<file path="src/rtl/pulse_stretcher.sv">
// Stretches one-cycle event pulses into fixed-length LED-visible pulses.
// Events arriving during a pulse are queued and replayed after a low gap.
`timescale 1ns/1ps

module pulse_stretcher #(
  parameter int HOLD_CYCLES = 8,
  parameter int GAP_CYCLES  = 4,
  parameter int MAX_PEND    = 7,
  parameter int PEND_W      = 3
) (
  input  logic              Clk,
  input  logic              Reset,
  input  logic              pulse_in,
  input  logic              clear,
  output logic              stretch_out,
  output logic              busy,
  output logic [PEND_W-1:0] pending,
  output logic              overflow
);

  localparam int MAX_LEN = (HOLD_CYCLES > GAP_CYCLES) ? HOLD_CYCLES : GAP_CYCLES;
  localparam int CNT_W   = (MAX_LEN > 1) ? $clog2(MAX_LEN) : 1;

  localparam logic [CNT_W-1:0]  HOLD_LOAD = CNT_W'(HOLD_CYCLES - 1);
  localparam logic [CNT_W-1:0]  GAP_LOAD  = CNT_W'(GAP_CYCLES - 1);
  localparam logic [PEND_W-1:0] PEND_MAX  = PEND_W'(MAX_PEND);

  typedef enum logic [1:0] {
    IDLE = 2'd0,
    HOLD = 2'd1,
    GAP  = 2'd2
  } state_t;

  state_t              state_q;
  logic [CNT_W-1:0]    cnt_q;
  logic [PEND_W-1:0]   pend_q, pend_d;
  logic                stretch_q;
  logic                ovf_q, ovf_d;
  logic                pulse_in_q;

  logic evt, cnt_zero, gap_done, dequeue, consume, enqueue;

  // A level held high for many cycles counts once: only the rising edge is an event.
  assign evt      = pulse_in & ~pulse_in_q;
  assign cnt_zero = (cnt_q == '0);
  assign gap_done = (state_q == GAP) && cnt_zero;
  assign dequeue  = gap_done && (pend_q != '0);
  assign consume  = gap_done && (pend_q == '0) && evt;
  assign enqueue  = evt && (state_q != IDLE) && !consume;

  always_comb begin
    // NOTE: every always_comb output gets a default first, so no path can infer a latch.
    pend_d = pend_q;
    ovf_d  = 1'b0;
    if (enqueue && dequeue) begin
      pend_d = pend_q;
    end else if (dequeue) begin
      pend_d = pend_q - PEND_W'(1);
    end else if (enqueue) begin
      if (pend_q == PEND_MAX) ovf_d = 1'b1;
      else                    pend_d = pend_q + PEND_W'(1);
    end
  end

  always_ff @(posedge Clk or negedge Reset) begin
    // NOTE: sequential state uses non-blocking assignments so every register samples pre-edge values.
    if (!Reset) begin
      state_q    <= IDLE;
      cnt_q      <= '0;
      pend_q     <= '0;
      stretch_q  <= 1'b0;
      ovf_q      <= 1'b0;
      pulse_in_q <= 1'b0;
    end else begin
      pulse_in_q <= pulse_in;
      if (clear) begin
        state_q   <= IDLE;
        cnt_q     <= '0;
        pend_q    <= '0;
        stretch_q <= 1'b0;
        ovf_q     <= 1'b0;
      end else begin
        pend_q <= pend_d;
        ovf_q  <= ovf_d;
        unique case (state_q)
          IDLE: begin
            if (evt) begin
              state_q   <= HOLD;
              cnt_q     <= HOLD_LOAD;
              stretch_q <= 1'b1;
            end
          end
          HOLD: begin
            if (cnt_zero) begin
              state_q   <= GAP;
              cnt_q     <= GAP_LOAD;
              stretch_q <= 1'b0;
            end else begin
              cnt_q <= cnt_q - CNT_W'(1);
            end
          end
          GAP: begin
            if (cnt_zero) begin
              if (dequeue || consume) begin
                state_q   <= HOLD;
                cnt_q     <= HOLD_LOAD;
                stretch_q <= 1'b1;
              end else begin
                state_q <= IDLE;
              end
            end else begin
              cnt_q <= cnt_q - CNT_W'(1);
            end
          end
          default: begin
            state_q   <= IDLE;
            cnt_q     <= '0;
            stretch_q <= 1'b0;
          end
        endcase
      end
    end
  end

  assign stretch_out = stretch_q;
  assign busy        = (state_q != IDLE);
  assign pending     = pend_q;
  assign overflow    = ovf_q;

endmodule

</file>
<file path="config.mk">
export PLATFORM = sky130hd
export DESIGN_NAME = pulse_stretcher
export DESIGN_NICKNAME = d
export VERILOG_FILES = /design/src/rtl/pulse_stretcher.sv
export SDC_FILE = /design/constraint.sdc
export NUM_CORES = 1
export LEC_CHECK = 0
export CORE_MARGIN = 2
export CORE_UTILIZATION = 40
export DETAILED_ROUTE_END_ITERATION = 16
export GPL_TIMING_DRIVEN = 0
export PLACE_DENSITY_LB_ADDON = 0.1
export SLEW_MARGIN = 20
export SYNTH_ARGS = -nofsm -noshare
export SYNTH_HDL_FRONTEND = slang
export SYNTH_SLANG_ARGS = --single-unit
</file>
<file path="constraint.sdc">
create_clock -name Clk -period 5.9 [get_ports Clk]
set_clock_uncertainty 0.1 [all_clocks]
set_input_delay 1.18 -clock Clk [delete_from_list [all_inputs] [get_ports Clk]]
set_output_delay 1.18 -clock Clk [all_outputs]
set_load 0.005 [all_outputs]
</file>
Word-level counts from Yosys, hierarchy flattened
Cells that the tools add are included.
{ "word_totals": {"ff_bits": 11, "in_bits": 4, "out_inout_bits": 6, "wordCells": 68} }
{ "classes": {"add_sub_neg": 3, "n_eq_ne": 10, "mux": 28, "n_bitwise": 2, "reduce_logical": 19} }
{ "ops": {"columns": ["op", "count"], "rows": [
  ["2-to-1 mux 3 bit", 10],
  ["inequality test 3 bit, second input constant", 4],
  ["2-to-1 mux 1 bit", 11],
  ["one-hot mux 3 bit (3 select lines)", 1],
  ["2-to-1 mux 2 bit", 4],
  ["logical AND 1 bit", 7],
  ["zero test 3 bit", 2],
  ["one-hot mux 2 bit (3 select lines)", 1],
  ["AND reduction 3 bit", 2],
  ["nonzero test 3 bit", 2],
  ["subtractor 3 x 1 -> 3 bit, second input constant", 2],
  ["inequality test 4 x 3 -> 1 bit, second input constant", 1],
  ["AND reduction 4 bit", 1],
  ["adder 3 x 1 -> 3 bit, second input constant", 1],
  ["equality test 3 bit, second input constant", 1],
  ["inequality test 3 x 2 -> 1 bit, second input constant", 1],
  ["one-hot mux 1 bit (3 select lines)", 1],
  ["equality test 2 x 1 -> 1 bit, second input constant", 1],
  ["equality test 2 bit, second input constant", 1],
  ["zero test 2 bit", 1],
  ["inequality test 2 bit, second input constant", 1],
  ["AND reduction 2 bit", 1],
  ["nonzero test 2 bit", 1],
  ["bitwise AND 1 bit", 1],
  ["other kinds (3)", 3]
]} }

Logic depth before layout (Yosys ltp)
{ "depth": {"word_depth": 10, "depth_mapped": 8, "ltp_nobuf": 8} }

Worst setup path after synthesis
Ideal clock, no wire load.
{ "synth_timing": {"path_type": "input-to-reg", "start": "in pulse_in", "end": "reg pend_q[2] (netlist: pending[2])", "arrival_ps": 2055, "required_time_ps": 5675, "slack_ps": 3620, "cell_stages": 4, "n_path_buf": 0, "cell_sequence": "and2b_1 > and2_2 > a31oi_1 > mux2_2"} }
{ "synth_via": {"elab_chain_cells": 7, "elab_cells_between_ends": 9, "classes_between": "eq/ne (1); bitwise (1); reduce/logical (7)"} }
{ "synth_rtl": {"columns": ["item", "line_no", "source"], "rows": [
  ["start, declared", "13", "input logic pulse_in,"],
  ["bitwise AND 1 bit (*)", "44", "assign evt = pulse_in & ~pulse_in_q;"],
  ["logical AND 1 bit", "48", "assign consume = gap_done && (pend_q == '0) && evt;"],
  ["zero test 1 bit", "49", "assign enqueue = evt && (state_q != IDLE) && !consume;"],
  ["logical AND 1 bit (*)", "49", null],
  ["logical AND 1 bit", "55", "if (enqueue && dequeue) begin"],
  ["inequality test 2 bit (no line)", null, null],
  ["AND reduction 3 bit (no line) (*)", null, null],
  ["end signal, assigned", "83", "pend_q <= pend_d;"],
  ["end, declared", "36", "logic [PEND_W-1:0] pend_q, pend_d;"]
]} }
Mark *: on every way between the ends. The rest lies on a longest branch, timed or not.
A chain may end at the register's enable or synchronous reset.

Final worst setup path
{ "layout_timing": {"start": "reg state_q[0]", "end": "out busy"} }
{ "layout_via": {"elab_chain_cells": 1} }
{ "layout_rtl": {"columns": ["item", "line_no", "source"], "rows": [
  ["start, declared", "34", "state_t state_q;"],
  ["start signal, assigned", "68", "state_q <= IDLE;"],
  ["start signal, assigned", "77", "state_q <= IDLE;"],
  ["start signal, assigned", "88", "state_q <= HOLD;"],
  ["nonzero test 2 bit", "126", "assign busy = (state_q != IDLE);"],
  ["end, declared", "16", "output logic busy,"]
]} }
No other way between the ends.

==> results.yml <==
layout:
  final_common_cell: "dfrtp_1"
  drive_above_1_share: 0.138
  stdcell_count: 104
  multiInputGateArea_um2: 392
  seqCellArea_um2: 275
  area_delta_synth_final_pct: 18.2
  diodes: 0
  fin_nets: 95
  final_cell_mix: "11 x dfrtp_1, 8 x nor2_1, 8 x clkdlybuf4s50_1"
  fillers: 166
  final_area_um2: 828
clocking:
  cts_htree_levels: 1
  clk_pin_slew_ps: 70
  numCtsBuffers: 3
  post_cts_buffers: 0
  post_cts_hold_buffer_count: 0
  clock_latency_ps: 270
  clockBufferDepth: 2
  cts_num_sinks: 11
  cts_resized: 0
  root_buffer: "clkbuf_4"
  tritoncts: "done"
setup_path:
  required_ps: 4620
  path_class: "reg2out"
  slowest_stage: "dfrtp_1"
  r2r_setup_slack_ps: 3770
  cp_max_fo: 8
  cp_cell_sequence: "nor2_1, inv_1, clkdlybuf4s50_1"
  worst-endpoint-arrival_ps: 1510
  end_kind: "primary output"
  slowest_delay_ps: 460
  start_kind: "register"
timing:
  finalSetupViolations: 0
  period_needed_ps: 2790
  hold_viol: 0
  slew_headroom: 0.652
  post-route-period-util: 0.473
  setup_tns_ps: 0
  rsz0062_at_grt: "no"
  max_freq_ghz: 0.358
  setup_ws_ps: 3110
  timing.final.max_slew_violations: 0
  worst_slew_pin_slew_ps: 521
detailed_routing:
  ant_nets: 0
  drt_wl_total_mm: 1.37
  vias_per_cell: 5.63
  drc: 0
  via_count: 585
  drtIter0Drc: 9
  wire_per_inst_um: 13.2
  drt_pass1_iterations: 4
placed_design:
  placed_area_um2: 802
  dpl.cell_count: 100
  dp_hpwl_mm: 1.01
  portBuffers: 8
  place.gp.congestion: 0.801
  pre_cts_slack_ps: 3040
floorplan:
  start_util: 0.415
  core_mm2: 0.00169
  num_rows: 15
  die_h_um: 45.9
  io_pins: 10
  die-area_mm2: 0.00210
  die_width_um: 45.9
synthesis:
  yosys_warnings: 0
  syn-num-nets: 82
  avgSynthCellArea_um2: 9.34
  synth_top_area_share: 0.393
  synth-seq-cells: 11
  synth_cell_types: 31
  synth_cells: 75
  synth_area_um2: 701
  yosys-top-cells-area: "dfrtp_1 39%, a21oi_1 5.0%, nor2_1 4.3%"
  yosys.area.top_type: "dfrtp_1"
  seq_area_frac_synth: 0.393
power:
  p_leak_uw: 0.000360
  irDropWorstVdd_mv: 0.192
  p_per_area_mw_per_mm2: 309
grt:
  grt_pass1_wl_mm: 2.36
  grt_use_total: 0.162
  grt_antenna_before_repair: 0
  first_global_vias: 535
  grt_max_degree: 12
  overflow: 0
min_path:
  hold_path.class: "reg2reg"
job:
  max_cap_viol_count: 0
run_status:
  status: "finished, final reports clean"
-- worst max-delay path, delay by kind of cell, from the launching register on --
family	cells	cell delay, ps
buf+inv	2	540
flops	1	460
simple gates	1	250
-- cell type report --
type | count | share of cell area
timing repair buffer | 8 | 0.0967
clock buffer | 4 | 0.0317
buffer | 1 | 0.0136
multi-input combinational | 57 | 0.473
sequential | 11 | 0.332
inverter | 6 | 0.0272
tap | 17 | 0.0257
-- synth_stat cells, drive strengths merged --
master,instances
nand3,4
fa,1
and2b,2
nor2b,3
nand4,1
nand2,5
a22oi,1
nor4,1
and2,1
ha,2
o2111ai,2
nor3,3
o311a,1
a31oi,1
mux2,2
buf,1
or2b,1
a21oi,7
a221oi,1
o211ai,1
nand4bb,1
inv,6
maj3,1
nor2,8
dfrtp,11
nand2b,1
o21ai,5
mux2i,1
-- registers in the layout, summed over array words and instances, names as in the netlist --
| register | cells |
|---|---|
| overflow | 1 |
| pulse_in_q | 1 |
| cnt_q | 3 |
| state_q | 2 |
| stretch_out | 1 |
| pending | 3 |
-- where the power goes --
part / internal (uW) / leakage [uW] / switching, uW
combinational: 47.0 / 0.000201 / 54.1
sequential: 87.5 / 0.000144 / 14.4
clock: 26.2 / 0.0000150 / 26.5
total: 161 / 0.000360 / 95.1
-- metal layers --
layer  vias up  global-route usage  wire length [um]
met5         -                   0                 0
met4         0              0.0971                19
met3         4              0.0476                36
met2         7               0.214               580
met1       277               0.229               738
li1        297                   -                 -
-- final timing paths --
check,start,depth (start not counted),to
worst max-delay path,state_q[0],3,busy
worst min-delay path,cnt_q[1],1,cnt_q[1]
worst max register to register,pending[0],6,pending[2]
worst min register to register,cnt_q[1],1,cnt_q[1]
max in group asynchronous,Reset,1,pending[2]
min in group asynchronous,Reset,1,pulse_in_q
-- logic make-up (layout without fill, tap and decap cells) --
logic type / count (synthesis) / in the layout / synth area share
buffers and inverters: 7 / 19 / 0.0482
AO/OA/AOI/OAI: 19 / 19 / 0.180
multiplexers: 3 / 3 / 0.0464
adder cells (fa/ha/maj): 4 / 4 / 0.0786
AND/OR/NAND/NOR: 31 / 31 / 0.254
flip-flops: 11 / 11 / 0.393
-- per-stage QoR --
stage                util  total power, uW  hold WS [ps]
floorplan               -              175           408
global placement    0.475              203           433
detailed placement  0.475              203           426
CTS                 0.490              259           444
global route        0.490              281           464
finish              0.490              256           436
(Power assumes the default switching activity.)
